--- src/rtl/led_mode_pkg.sv ---
// rtl/led_mode_pkg.sv - mode codes and clock-derived helpers for the LED mode controller
package led_mode_pkg;

  localparam int MODE_W = 3;

  localparam logic [MODE_W-1:0] MODE_OFF     = 3'd0;
  localparam logic [MODE_W-1:0] MODE_ON      = 3'd1;
  localparam logic [MODE_W-1:0] MODE_SLOW    = 3'd2;
  localparam logic [MODE_W-1:0] MODE_FAST    = 3'd3;
  localparam logic [MODE_W-1:0] MODE_BREATHE = 3'd4;

  // System clock cycles in one millisecond
  function automatic int cyc_per_ms(input int freq);
    return freq / 1000;
  endfunction

endpackage

--- src/rtl/led_breath.sv ---
// rtl/led_breath.sv - PWM breathing engine: frame counter, triangular duty ramp, frame-aligned duty latch
module led_breath #(
  parameter int CYC_MS    = 50_000,
  parameter int BREATH_MS = 2000,
  parameter int PWM_BITS  = 6
) (
  input  logic sclk,
  input  logic rst,
  input  logic clr,
  input  logic en,
  output logic pwm_out
);

  localparam int DMAX     = (2 ** PWM_BITS) - 1;
  localparam int STEP_CYC = (CYC_MS * BREATH_MS) / (2 * DMAX);
  localparam int STEP_W   = (STEP_CYC > 1) ? $clog2(STEP_CYC) : 1;

  localparam logic [PWM_BITS-1:0] DMAX_V    = PWM_BITS'(DMAX);
  localparam logic [PWM_BITS-1:0] RAMP_TOP  = PWM_BITS'(DMAX - 1);
  localparam logic [PWM_BITS-1:0] RAMP_ONE  = PWM_BITS'(1);
  localparam logic [STEP_W-1:0]   STEP_TERM = STEP_W'(STEP_CYC - 1);

  if (STEP_CYC < 1) begin : g_bad_step
    $error("led_breath: breathe step interval rounds to zero cycles");
  end

  logic [PWM_BITS-1:0] pwm_cnt_q, pwm_cnt_d;
  logic [STEP_W-1:0]   step_q, step_d;
  logic [PWM_BITS-1:0] ramp_q, ramp_d;
  logic                dir_down_q, dir_down_d;
  logic [PWM_BITS-1:0] duty_q, duty_d;

  logic pwm_wrap;
  logic step_wrap;

  assign pwm_wrap  = (pwm_cnt_q == DMAX_V);
  assign step_wrap = (step_q == STEP_TERM);

  // Next state: the ramp walks 0..DMAX..0 one step per wrap; duty is captured as the frame restarts
  always_comb begin
    pwm_cnt_d  = pwm_cnt_q;
    step_d     = step_q;
    ramp_d     = ramp_q;
    dir_down_d = dir_down_q;
    duty_d     = duty_q;
    if (clr) begin
      pwm_cnt_d  = '0;
      step_d     = '0;
      ramp_d     = '0;
      dir_down_d = 1'b0;
      duty_d     = '0;
    end else if (en) begin
      pwm_cnt_d = pwm_wrap ? '0 : pwm_cnt_q + 1'b1;
      if (pwm_wrap) duty_d = ramp_q;
      if (step_wrap) begin
        step_d = '0;
        if (!dir_down_q) begin
          ramp_d = ramp_q + 1'b1;
          if (ramp_q == RAMP_TOP) dir_down_d = 1'b1;
        end else begin
          ramp_d = ramp_q - 1'b1;
          if (ramp_q == RAMP_ONE) dir_down_d = 1'b0;
        end
      end else begin
        step_d = step_q + 1'b1;
      end
    end
  end

  // State register for the PWM and ramp counters
  always_ff @(posedge sclk) begin
    if (rst) begin
      pwm_cnt_q  <= '0;
      step_q     <= '0;
      ramp_q     <= '0;
      dir_down_q <= 1'b0;
      duty_q     <= '0;
    end else begin
      pwm_cnt_q  <= pwm_cnt_d;
      step_q     <= step_d;
      ramp_q     <= ramp_d;
      dir_down_q <= dir_down_d;
      duty_q     <= duty_d;
    end
  end

  assign pwm_out = (pwm_cnt_q < duty_q);

endmodule

--- src/rtl/led_mode_ctrl.sv ---
// rtl/led_mode_ctrl.sv - key-driven LED mode controller: off, on, slow blink, fast blink, breathing
module led_mode_ctrl
  import led_mode_pkg::*;
#(
  parameter int SCLK_FREQ = 50_000_000,
  parameter int SLOW_MS   = 500,
  parameter int FAST_MS   = 100,
  parameter int BREATH_MS = 2000,
  parameter int PWM_BITS  = 6
) (
  input  logic              sclk,
  input  logic              rst,
  input  logic              key_pulse,
  output logic              led,
  output logic [MODE_W-1:0] mode
);

  localparam int CYC_MS  = cyc_per_ms(SCLK_FREQ);
  localparam int PRE_W   = (CYC_MS > 1) ? $clog2(CYC_MS) : 1;
  localparam int BLK_MAX = (SLOW_MS > FAST_MS) ? SLOW_MS : FAST_MS;
  localparam int BLK_W   = (BLK_MAX > 1) ? $clog2(BLK_MAX) : 1;

  localparam logic [PRE_W-1:0] PRE_TERM  = PRE_W'(CYC_MS - 1);
  localparam logic [BLK_W-1:0] SLOW_TERM = BLK_W'(SLOW_MS - 1);
  localparam logic [BLK_W-1:0] FAST_TERM = BLK_W'(FAST_MS - 1);

  if ((SCLK_FREQ < 1000) || ((SCLK_FREQ % 1000) != 0)) begin : g_bad_freq
    $error("led_mode_ctrl: SCLK_FREQ must be a positive multiple of 1000");
  end

  logic [MODE_W-1:0] mode_q, mode_d;
  logic              key_q;
  logic              evt;
  logic              mode_chg;
  logic [PRE_W-1:0]  presc_q, presc_d;
  logic              ms_tick;
  logic [BLK_W-1:0]  blink_q, blink_d;
  logic              is_blink;
  logic              blink_term;
  logic              led_q, led_d;
  logic              brth_pwm;

  assign evt        = key_pulse & ~key_q;
  assign mode_chg   = (mode_d != mode_q);
  assign ms_tick    = (presc_q == PRE_TERM);
  assign is_blink   = (mode_q == MODE_SLOW) || (mode_q == MODE_FAST);
  assign blink_term = ms_tick &&
                      (blink_q == ((mode_q == MODE_FAST) ? FAST_TERM : SLOW_TERM));

  // Mode state register
  always_ff @(posedge sclk) begin
    if (rst) mode_q <= MODE_OFF;
    else     mode_q <= mode_d;
  end

  // Next mode: advance on each key edge; any unused code falls back to OFF
  always_comb begin
    mode_d = mode_q;
    case (mode_q)
      MODE_OFF:     if (evt) mode_d = MODE_ON;
      MODE_ON:      if (evt) mode_d = MODE_SLOW;
      MODE_SLOW:    if (evt) mode_d = MODE_FAST;
      MODE_FAST:    if (evt) mode_d = MODE_BREATHE;
      MODE_BREATHE: if (evt) mode_d = MODE_OFF;
      default:      mode_d = MODE_OFF;
    endcase
  end

  // Prescaler and blink counter next values; a mode change restarts both
  always_comb begin
    presc_d = ms_tick ? '0 : presc_q + 1'b1;
    blink_d = blink_q;
    if (is_blink && ms_tick) blink_d = blink_term ? '0 : blink_q + 1'b1;
    if (mode_chg) begin
      presc_d = '0;
      blink_d = '0;
    end
  end

  // Edge-detect register and timing counters
  always_ff @(posedge sclk) begin
    if (rst) begin
      key_q   <= 1'b0;
      presc_q <= '0;
      blink_q <= '0;
    end else begin
      key_q   <= key_pulse;
      presc_q <= presc_d;
      blink_q <= blink_d;
    end
  end

  // Output select: entry value on a mode change, otherwise the mode's own waveform
  always_comb begin
    led_d = 1'b0;
    if (mode_chg) begin
      led_d = (mode_d == MODE_ON) || (mode_d == MODE_SLOW) || (mode_d == MODE_FAST);
    end else begin
      case (mode_q)
        MODE_ON:              led_d = 1'b1;
        MODE_SLOW, MODE_FAST: led_d = led_q ^ blink_term;
        MODE_BREATHE:         led_d = brth_pwm;
        default:              led_d = 1'b0;
      endcase
    end
  end

  // Registered LED drive
  always_ff @(posedge sclk) begin
    if (rst) led_q <= 1'b0;
    else     led_q <= led_d;
  end

  led_breath #(
    .CYC_MS   (CYC_MS),
    .BREATH_MS(BREATH_MS),
    .PWM_BITS (PWM_BITS)
  ) u_breath (
    .sclk   (sclk),
    .rst    (rst),
    .clr    (mode_chg),
    .en     (mode_q == MODE_BREATHE),
    .pwm_out(brth_pwm)
  );

  assign led  = led_q;
  assign mode = mode_q;

endmodule

--- config.mk ---
export PLATFORM = sky130hd
export DESIGN_NAME = led_mode_ctrl
export DESIGN_NICKNAME = d
export VERILOG_FILES = /design/src/rtl/led_mode_pkg.sv /design/src/rtl/led_breath.sv /design/src/rtl/led_mode_ctrl.sv
export SDC_FILE = /design/constraint.sdc
export NUM_CORES = 1
export LEC_CHECK = 0
export BUFFER_PORTS_ARGS = -buffer_cell sky130_fd_sc_hd__buf_2
export CORE_ASPECT_RATIO = 1.5
export CORE_MARGIN = 2
export CORE_UTILIZATION = 46
export CTS_CLUSTER_SIZE = 14
export DETAILED_ROUTE_END_ITERATION = 6
export HOLD_SLACK_MARGIN = 0.06
export PLACE_DENSITY = 0.63
export SYNTH_ARGS = -nofsm -noshare
export SYNTH_HDL_FRONTEND = slang
export SYNTH_SLANG_ARGS = --single-unit
export TNS_END_PERCENT = 10
--- constraint.sdc ---
create_clock -name sclk -period 2.2 [get_ports sclk]
set_input_delay 0.22 -clock sclk [delete_from_list [all_inputs] [get_ports sclk]]
set_output_delay 0.22 -clock sclk [all_outputs]
set_load 0.1 [all_outputs]
# --- Word-level counts from Yosys, hierarchy flattened ---
# Index checks and enable logic that the tools add are counted.
classes:
  addsub: 6
  magnitude_cmp: 1
  eq_ne: 14
  n_mux: 16
  n_bitwise: 3
  n_reduce_logical: 11
op_table:
  columns: ["cell", "count"]
  rows:
  - ["$add A20 B1 Y20 const B", 1]
  - ["$eq A20 B20 Y1 const B", 1]
  - ["$mux W20", 1]
  - ["$mux W9", 2]
  - ["$add A16 B1 Y16 const B", 1]
  - ["$eq A16 B16 Y1 const B", 1]
  - ["$mux W3", 5]
  - ["$pmux W3 S5", 1]
  - ["$add A6 B1 Y6 const B", 2]
  - ["$eq A3 B2 Y1 const B", 4]
  - ["$eq A6 B6 Y1 const B", 2]
  - ["$mux W6", 2]
  - ["$add A9 B1 Y9 const B", 1]
  - ["$eq A9 B9 Y1", 1]
  - ["$eq A3 B1 Y1 const B", 2]
  - ["$eq A6 B1 Y1 const B", 1]
  - ["$lt A6 B6 Y1", 1]
  - ["$sub A6 B1 Y6 const B", 1]
  - ["$mux W1", 4]
  - ["$reduce_and A2 Y1", 2]
  - ["$reduce_or A2 Y1", 2]
  - ["$eq A3 B3 Y1 const B", 1]
  - ["$logic_not A3 Y1", 1]
  - ["$logic_or A1 B1 Y1", 3]
  - ["7 further kinds", 8]
totals:
  regBits: 69
  inputBits: 3
  output_inout_bits: 4
  elab_cells: 61

# --- Longest topological paths before layout ---
# Gate-level depths: netlist of run 1.
depth:
  depth_word: 8
  mapped_depth: 9
  depth_no_buf: 7

# --- Modules after synthesis ---
# Synthesis of run 1 repeated with hierarchy kept, for this count alone.
unflattened:
  cells_unflattened: 403
  hier_area_um2: 3569.7
modules_own_cells:
  columns: ["mod", "instances", "cells_per_inst", "area_per_inst_um2", "seq_area_each_um2"]
  rows:
  - ["led_breath", 1, 240, 2089.5, 780.7]
  - ["led_mode_ctrl", 1, 163, 1480.2, 600.6]

# --- Least setup slack after synthesis of run 1 ---
# Ideal clock, no wire load.
synth_timing:
  kind: "reg2reg"
  from: "register mode_q[2], in the netlist mode[2]"
  to: "register u_breath.step_q[1]"
  setup_time_ps: 137
  t_arrival_ps: 2817
  t_required_ps: 2063
  path_slack_ps: -753
  path_stages_with_launch: 8
  path_buffers: 2
  synth_period_minus_slack_ps: 2953
  cell_sequence: "dfxtp_1 -> clkbuf_1 -> nor3b_1 -> nand4_1 -> or2_2 -> nand2_1 -> buf_2 -> a211oi_1"
synth_between:
  elab_chain_len: 4
  elab_cells_between_ends: 13
  cone_classes: "eq/ne: 5; mux: 6; reduce/logical: 2"
synth_lines:
  columns: ["element", "line_no", "text"]
  rows:
  - ["start: declaration", "led_mode_ctrl.sv:31", "logic [MODE_W-1:0] mode_q, mode_d;"]
  - ["start signal: assignment", "led_mode_ctrl.sv:53", "else mode_q <= mode_d;"]
  - ["$eq A3 B3 Y1 (tied with other cells)", "led_mode_ctrl.sv:59, led_mode_ctrl.sv:122", null]
  - ["$pmux W3 S5", "led_mode_ctrl.sv:59", "case (mode_q)"]
  - ["$ne A3 B3 Y1", "led_mode_ctrl.sv:44", "assign mode_chg = (mode_d != mode_q);"]
  - ["$reduce_or A2 Y1 (no line)", null, null]
  - ["end signal: assignment", "led_breath.sv:80", "step_q <= step_d;"]
  - ["end: declaration", "led_breath.sv:28", "logic [STEP_W-1:0] step_q, step_d;"]
# Parallel ways exist; a longest one is shown, timed or not.
# A chain may end at the register's enable or synchronous reset.

# --- Worst setup path in the final report of run 1 ---
layout_timing:
  from: "register presc_q[4]"
  to: "register blink_q[1]"
layout_between:
  elab_chain_len: 3
  elab_cells_between_ends: 4
  cone_classes: "eq/ne: 1; mux: 1; reduce/logical: 2"
layout_lines:
  columns: ["element", "line_no", "text"]
  rows:
  - ["start: declaration", "led_mode_ctrl.sv:35", "logic [PRE_W-1:0] presc_q, presc_d;"]
  - ["start signal: assignment", "led_mode_ctrl.sv:88", "presc_q <= presc_d;"]
  - ["$eq A16 B16 Y1 (*)", "led_mode_ctrl.sv:45", "assign ms_tick = (presc_q == PRE_TERM);"]
  - ["$logic_and A1 B1 Y1", "led_mode_ctrl.sv:47", "assign blink_term = ms_tick &&"]
  - ["$mux W9", "led_mode_ctrl.sv:73", "if (is_blink && ms_tick) blink_d = blink_term ? '0 : blink_q + 1'b1;"]
  - ["end signal: assignment", "led_mode_ctrl.sv:89", "blink_q <= blink_d;"]
  - ["end: declaration", "led_mode_ctrl.sv:37", "logic [BLK_W-1:0] blink_q, blink_d;"]
# Every way passes the cells marked *; elsewhere a longest branch is shown, timed or not.

==> results_dict.tcl, run 1 <==
set metrics [dict create \
    outcome "complete, but fails checks" \
    violations "negative setup slack" \
    place_area_um2 3730 \
    synth-xor-area-share_pct 11.5 \
    post-route-period-util_pct 102 \
    whs_ns 0.0900 \
    finClkSkew_ns 0.0130 \
    fin_tns_setup_ns -0.0878 \
    antenna_found_initial 0 \
    port_buffers 6 \
    netlist_area_um2 3420 \
    finalSetupViolCount 4 \
    syn_inst 410 \
    rsz0062_at_grt "yes" \
    dieArea_um2 8150 \
    route.detailed.drc 0 \
    p_leak_nw 1.39 \
    dp_hpwl_mm 4.63 \
    final_antenna_net_count 0 \
    synth_compound_area_share_pct 6.52 \
    min-delay-start "rst" \
    grt_pass1_vias 2678 \
    synth_cell_types 40 \
    insertion_delay_ns 0.35 \
    htree_levels 3 \
    worstReg2RegStart "presc_q[4]" \
    ir_worst_vdd_v 0.000332 \
    vias 2775 \
    period_needed_ns 2.25 \
    drtPass1Iterations 4 \
    nNetsFinal 455 \
    drt-vias-per-instance 5.12 \
    finalMaxSlewViolations 0 \
    ys_seq_elements 69 \
    fin_area_um2 3970 \
    whs_endpoint "mode[2]" \
    ys_warn_count 0 \
    cts_buffer_depth 2 \
    fp.dieH_um 110 \
    n_fill_cell 695 \
    cts_buffers 9 \
    crit_arrival_ns 2.54 \
    rrSetupSlack_ns -0.05 \
    power_density_nw_per_um2 596 \
    rows 38 \
    pin_count 7 \
    diodes 0 \
    fin_ws_ns -0.0485 \
    path_max_fanout 2 \
    groute.usage.overall_pct 17.7 \
    instances_no_fill 542 \
    relSlewSlack_pct 62.8 \
    max-cap-violations 0 \
    dp.cells 526 \
    grt_pass1_wl_mm 11.1 \
    grt_max_degree 21 \
    yosysSeqAreaShare_pct 40.4 \
    tritoncts "yes" \
    max_freq_mhz 445 \
    area_delta_synth_final_pct 16.3 \
    path_class "reg2reg" \
    cts.clk_slew.worst_paths_ns 0.07 \
    synth_fa_ha_area_share_pct 5.13 \
    gp_congestion 0.781 \
    hold_depth 2 \
    yosys.area_share.simple_pct 29.3 \
    synth_area_per_cell_um2 8.33 \
    ctsRootBufferMaster "clkbuf_8" \
    hold_path_class "in2reg" \
    die_w_um 74.4 \
    drt_wl_total_mm 6.43 \
    hold_buffers 0 \
    overflow 0 \
    initial_utilization_pct 47.3 \
    hold_viol 0 \
    r2r_end "blink_q[1]" \
    crit_path_end_kind "flop" \
    drtIter0Drc 104 \
    muxShareOfSynthArea_pct 3.22 \
    layout-drive-gt1-share_pct 15.2 \
    coreArea_um2 7230 \
    syn-num-nets 427 \
    critPathLaunchType "flop" \
    synth_top_family_by_area "simple AND/OR/NAND/NOR gates" \
    r2r_cells 5 \
    routedWlPerCell_um 11.9 \
    worst_slew_pin_slew_ns 0.553 \
    cts_sinks 69 \
    cp.required_ns 2.49 \
]
[how the worst max path moves through the flow]
stage | startpoint | end | slack (ns)
6_report | presc_q[4] | blink_q[1] | -0.05
5_1_grt | presc_q[4] | blink_q[1] | -0.11
4_1_cts | presc_q[11] | blink_q[6] | -0.07
3_5_place_dp | presc_q[11] | blink_q[6] | -0.09
3_3_place_gp | presc_q[11] | blink_q[6] | -0.06
2_1_floorplan | presc_q[11] | blink_q[1] | -0.20
[power breakdown]
part | switching [mW] | internal, mW
clock | 0.444 | 0.525
sequential | 0.0137 | 1.26
combinational | 0.0904 | 0.0358
[cell type report]
type	count	area (µm²)	area share (%)
multi-input combinational	309	1940	48.9
sequential	69	1390	35.0
timing repair buffer	33	269	6.77
clock buffer	14	183	4.60
tap	100	125	3.15
inverter	16	60.1	1.51
clock inverter	1	5.00	0.126
[stage by stage]
step	power, mW	util (%)	setup WS, ns
after floorplan	1.39	-	-0.196
after global placement	1.43	51.6	-0.0585
after detailed placement	1.43	51.6	-0.0878
after CTS	2.40	54.4	-0.0690
after global routing	2.45	55.0	-0.111
final	2.37	55.0	-0.0485
[cells by family after synthesis]
logic type      after synthesis
compound gates               36
xor+xnor                     45
fa+ha+maj                    14
buf+inv                      32
flops                        69
mux                          11
simple gates                203
[registers in the layout, summed over array words and instances (netlist names)]
signal	flops
blink_q	9
key_q	1
led	1
mode	3
presc_q	16
u_breath.dir_down_q	1
u_breath.duty_q	6
u_breath.pwm_cnt_q	6
u_breath.ramp_q	6
u_breath.step_q	20
[placed cells by master, fill, tap and decap left out, types with 2 or more instances in the layout]
cell type and n:
nor2_1 71, a211oi_1 3, nor3_1 25, nand2_1 33, nor4b_1 4, inv_1 16
nand3_1 20, ha_1 14, nand3b_1 7, and3_1 3, nor2b_1 2, buf_2 6
buf_12 2, dfxtp_1 65, or3_1 2, dfxtp_2 3, xnor2_1 30, o21ai_0 5
buf_4 22, or4_1 2, or4b_4 2, mux2i_1 11, and4b_1 2, a21oi_2 2
nand2b_1 3, nor4_1 3, a21oi_1 14, nand4_1 10, o21ai_1 5, buf_6 3
a31oi_1 3, a21o_1 2, clkbuf_8 13, xor2_1 15, and2_1 2, or2_2 4
[worst max-delay path, stage by stage (launching register included)]
cell and delay, ns:
dfxtp_2 0.32, or4b_4 0.53, or4_4 0.53, or3_4 0.34, or3b_4 0.37, a21oi_2 0.11
[routing by layer]
layer / track usage (%) / wire length [µm] / vias up
met1: 19.6 / 2870 / 1279
met5: 0 / 0 / -
li1: - / - / 1456
met2: 30.4 / 3220 / 26
met4: 11.7 / 196 / 0
met3: 2.57 / 148 / 14
[synth_stat cells]
master	number	share of area [%]
a21oi_2	1	0.26
xnor2_1	30	7.7
ha_1	14	5.1
and2_1	2	0.37
nor4b_1	4	1.0
nor3_1	25	3.7
nand4b_1	1	0.26
a21o_1	2	0.44
buf_2	2	0.29
mux2i_1	11	3.2
nor3b_1	1	0.22
clkbuf_1	12	1.3
and4b_1	2	0.59
nand3b_1	7	1.5
and4_1	1	0.26
a31oi_1	3	0.55
xor2_1	15	3.8
o21ai_0	11	1.6
and3_2	1	0.22
nand3_1	20	2.9
buf_6	1	0.33
dfxtp_1	69	40
or2_2	4	0.73
or4b_1	2	0.59
or4_1	2	0.44
nand2b_1	3	0.55
a2111oi_4	1	0.81
inv_1	16	1.8
nand2_1	34	3.7
a21oi_1	15	2.2
nand4_1	10	1.8
nor2_1	71	7.8
or3_1	3	0.55
buf_1	1	0.11
a211oi_1	3	0.66
and3_1	3	0.55
or4_4	1	0.33
nor2b_1	2	0.37
nor4_1	3	0.55
or3b_1	1	0.26
[timing repair]
item                                    4_1_cts  5_1_grt
resized for setup                             1       17
endpoints found under the setup margin        9       13
buffers inserted                              1        0
cloned                                        0        0
pin swaps                                     1        6
hold endpoints to repair                      0        0
(Power assumes the default switching activity.)
==> run 2, diff against run 1 <==
--- a/config.mk
+++ b/config.mk
@@ -9,6 +9,7 @@
 export CORE_ASPECT_RATIO = 1.5
 export CORE_MARGIN = 2
 export CORE_UTILIZATION = 46
+export CTS_BUF_LIST = sky130_fd_sc_hd__clkbuf_8
 export CTS_CLUSTER_SIZE = 14
 export DETAILED_ROUTE_END_ITERATION = 6
 export HOLD_SLACK_MARGIN = 0.06
==> results_dict.tcl, run 2 (same netlist as run 1, synthesis figures left out) <==
set metrics [dict create \
    outcome "complete, but fails checks" \
    violations "negative setup slack" \
    vias 2775 \
    total_power_mw 2.36 \
    worst_slew_pin_slew_ns 0.553 \
    drtPass1Iterations 4 \
    power_density_nw_per_um2 595 \
    hold_viol 0 \
    p_seq_share_pct 53.8 \
    p_leak_nw 1.39 \
    insertion_delay_ns 0.35 \
    top_regs "u_breath.step_q x20, presc_q x16, blink_q x9" \
    path_max_fanout 2 \
    finClkSkew_ns 0.0131 \
    relSlewSlack_pct 62.8 \
    drt-vias-per-instance 5.12 \
    cts_buffers 9 \
    area_delta_synth_final_pct 16.3 \
    cts.clk_slew.worst_paths_ns 0.07 \
    period_needed_ns 2.25 \
    final_antenna_net_count 0 \
    grt_pass1_vias 2678 \
    layout-drive-gt1-share_pct 15.2 \
    whs_endpoint "mode[2]" \
    die_w_um 74.4 \
    fin_ws_ns -0.0486 \
    final_common_cell "nor2_1" \
    gp_congestion 0.781 \
    initial_utilization_pct 47.3 \
    fin_area_um2 3970 \
    grt_max_degree 21 \
    r2r_end "blink_q[1]" \
    regMostFlops "u_breath.step_q" \
    drtIter0Drc 104 \
    rsz0062_at_grt "yes" \
    worstReg2RegStart "presc_q[4]" \
    n_fill_cell 695 \
    p_clk_share_pct 40.8 \
    dp_hpwl_mm 4.63 \
    drt_wl_total_mm 6.43 \
    cts_buffer_depth 2 \
    fp.dieH_um 110 \
    diodes 0 \
    cp.required_ns 2.49 \
    path_class "reg2reg" \
    min-delay-start "rst" \
    crit_arrival_ns 2.54 \
    pin_count 7 \
    cts_sinks 69 \
    coreArea_um2 7230 \
    p_sw_share_pct 23.2 \
    comb_power_share_pct 5.3 \
    port_buffers 6 \
    crit_path_end_kind "flop" \
    whs_ns 0.0899 \
    place_area_um2 3730 \
    nNetsFinal 455 \
    overflow 0 \
    r2r_cells 5 \
    antenna_found_initial 0 \
    finalSetupViolCount 4 \
    largest_reg_flops 20 \
    hold_depth 2 \
    intPower_mw 1.81 \
    finalMaxSlewViolations 0 \
    routedWlPerCell_um 11.9 \
    htree_levels 3 \
    post-route-period-util_pct 102 \
    max-cap-violations 0 \
    p_switching_mw 0.549 \
    rows 38 \
    route.detailed.drc 0 \
    post-place-ws_ns -0.0878 \
    grt_pass1_wl_mm 11.1 \
    layout_common_cells "nor2_1, dfxtp_1, nand2_1, xnor2_1, nor3_1" \
    dieArea_um2 8150 \
    critPathLaunchType "flop" \
    rrSetupSlack_ns -0.05 \
    ctsRootBufferMaster "clkbuf_8" \
    hold_path_class "in2reg" \
    ir_worst_vdd_v 0.000330 \
    tritoncts "yes" \
    groute.usage.overall_pct 17.7 \
    max_freq_mhz 445 \
]
run 2: changes by cell type in the layout (fill, tap and decap cells not counted), sizes merged:
cell,change
clkbuf,-1
inv,+1
run 2: layout make-up:
cell class	instances	area, µm²	area share [%]
clock inverters	2	8.76	0.221
inverters	16	60.1	1.51
multi-input cells	309	1940	48.9
flip-flops and latches	69	1390	35.0
clock buffers	13	179	4.51
well taps	100	125	3.15
repair buffers	33	269	6.77
run 2: worst max-delay path, cell delays in order (launching register included):
cell and delay [ns]:
dfxtp_2 0.32, or4b_4 0.53, or4_4 0.53, or3_4 0.34, or3b_4 0.37, a21oi_2 0.11
run 2: how the worst max path moves through the flow:
stage / startpoint / to / slack (ns) / depth (start not counted)
after floorplan: presc_q[11] / blink_q[1] / -0.20 / 6
after global placement: presc_q[11] / blink_q[6] / -0.06 / 7
after detailed placement: presc_q[11] / blink_q[6] / -0.09 / 7
after CTS: presc_q[11] / blink_q[6] / -0.07 / 8
after global routing: presc_q[4] / blink_q[1] / -0.11 / 5
final: presc_q[4] / blink_q[1] / -0.05 / 5
run 2: routing by layer:
| metal | GRT usage (%) | part of all wire (%) | vias to the layer above |
|---|---|---|---|
| met5 | 0 | 0 | - |
| met4 | 11.7 | 3.0 | 0 |
| met3 | 2.57 | 2.3 | 14 |
| met2 | 30.4 | 50 | 26 |
| met1 | 19.6 | 45 | 1279 |
| li1 | - | - | 1456 |
run 2: what timing repair did:
item,in CTS,in global routing
setup endpoints to repair,9,13
hold buffers,0,0
buffers inserted,1,0
resized for setup,1,17
pin swaps,1,6
hold endpoints to repair,0,0
run 2: power by group through the flow:
| stage | Sequential (mW) | Clock [mW] | Combinational (mW) |
|---|---|---|---|
| floorplan | 1.33 | 0 | 0.0562 |
| global placement | 1.30 | 0 | 0.127 |
| detailed placement | 1.30 | 0 | 0.127 |
| CTS | 1.27 | 0.998 | 0.127 |
| global route | 1.27 | 1.04 | 0.135 |
| finish | 1.27 | 0.965 | 0.126 |
run 2: metrics by stage:
step	cells	util, %	TNS [ns]
after floorplan	410	-	-0.196
after global placement	526	51.6	-0.301
after detailed placement	526	51.6	-0.488
after CTS	542	54.4	-0.419
after global routing	542	55.0	-0.710
final	542	55.0	-0.0878
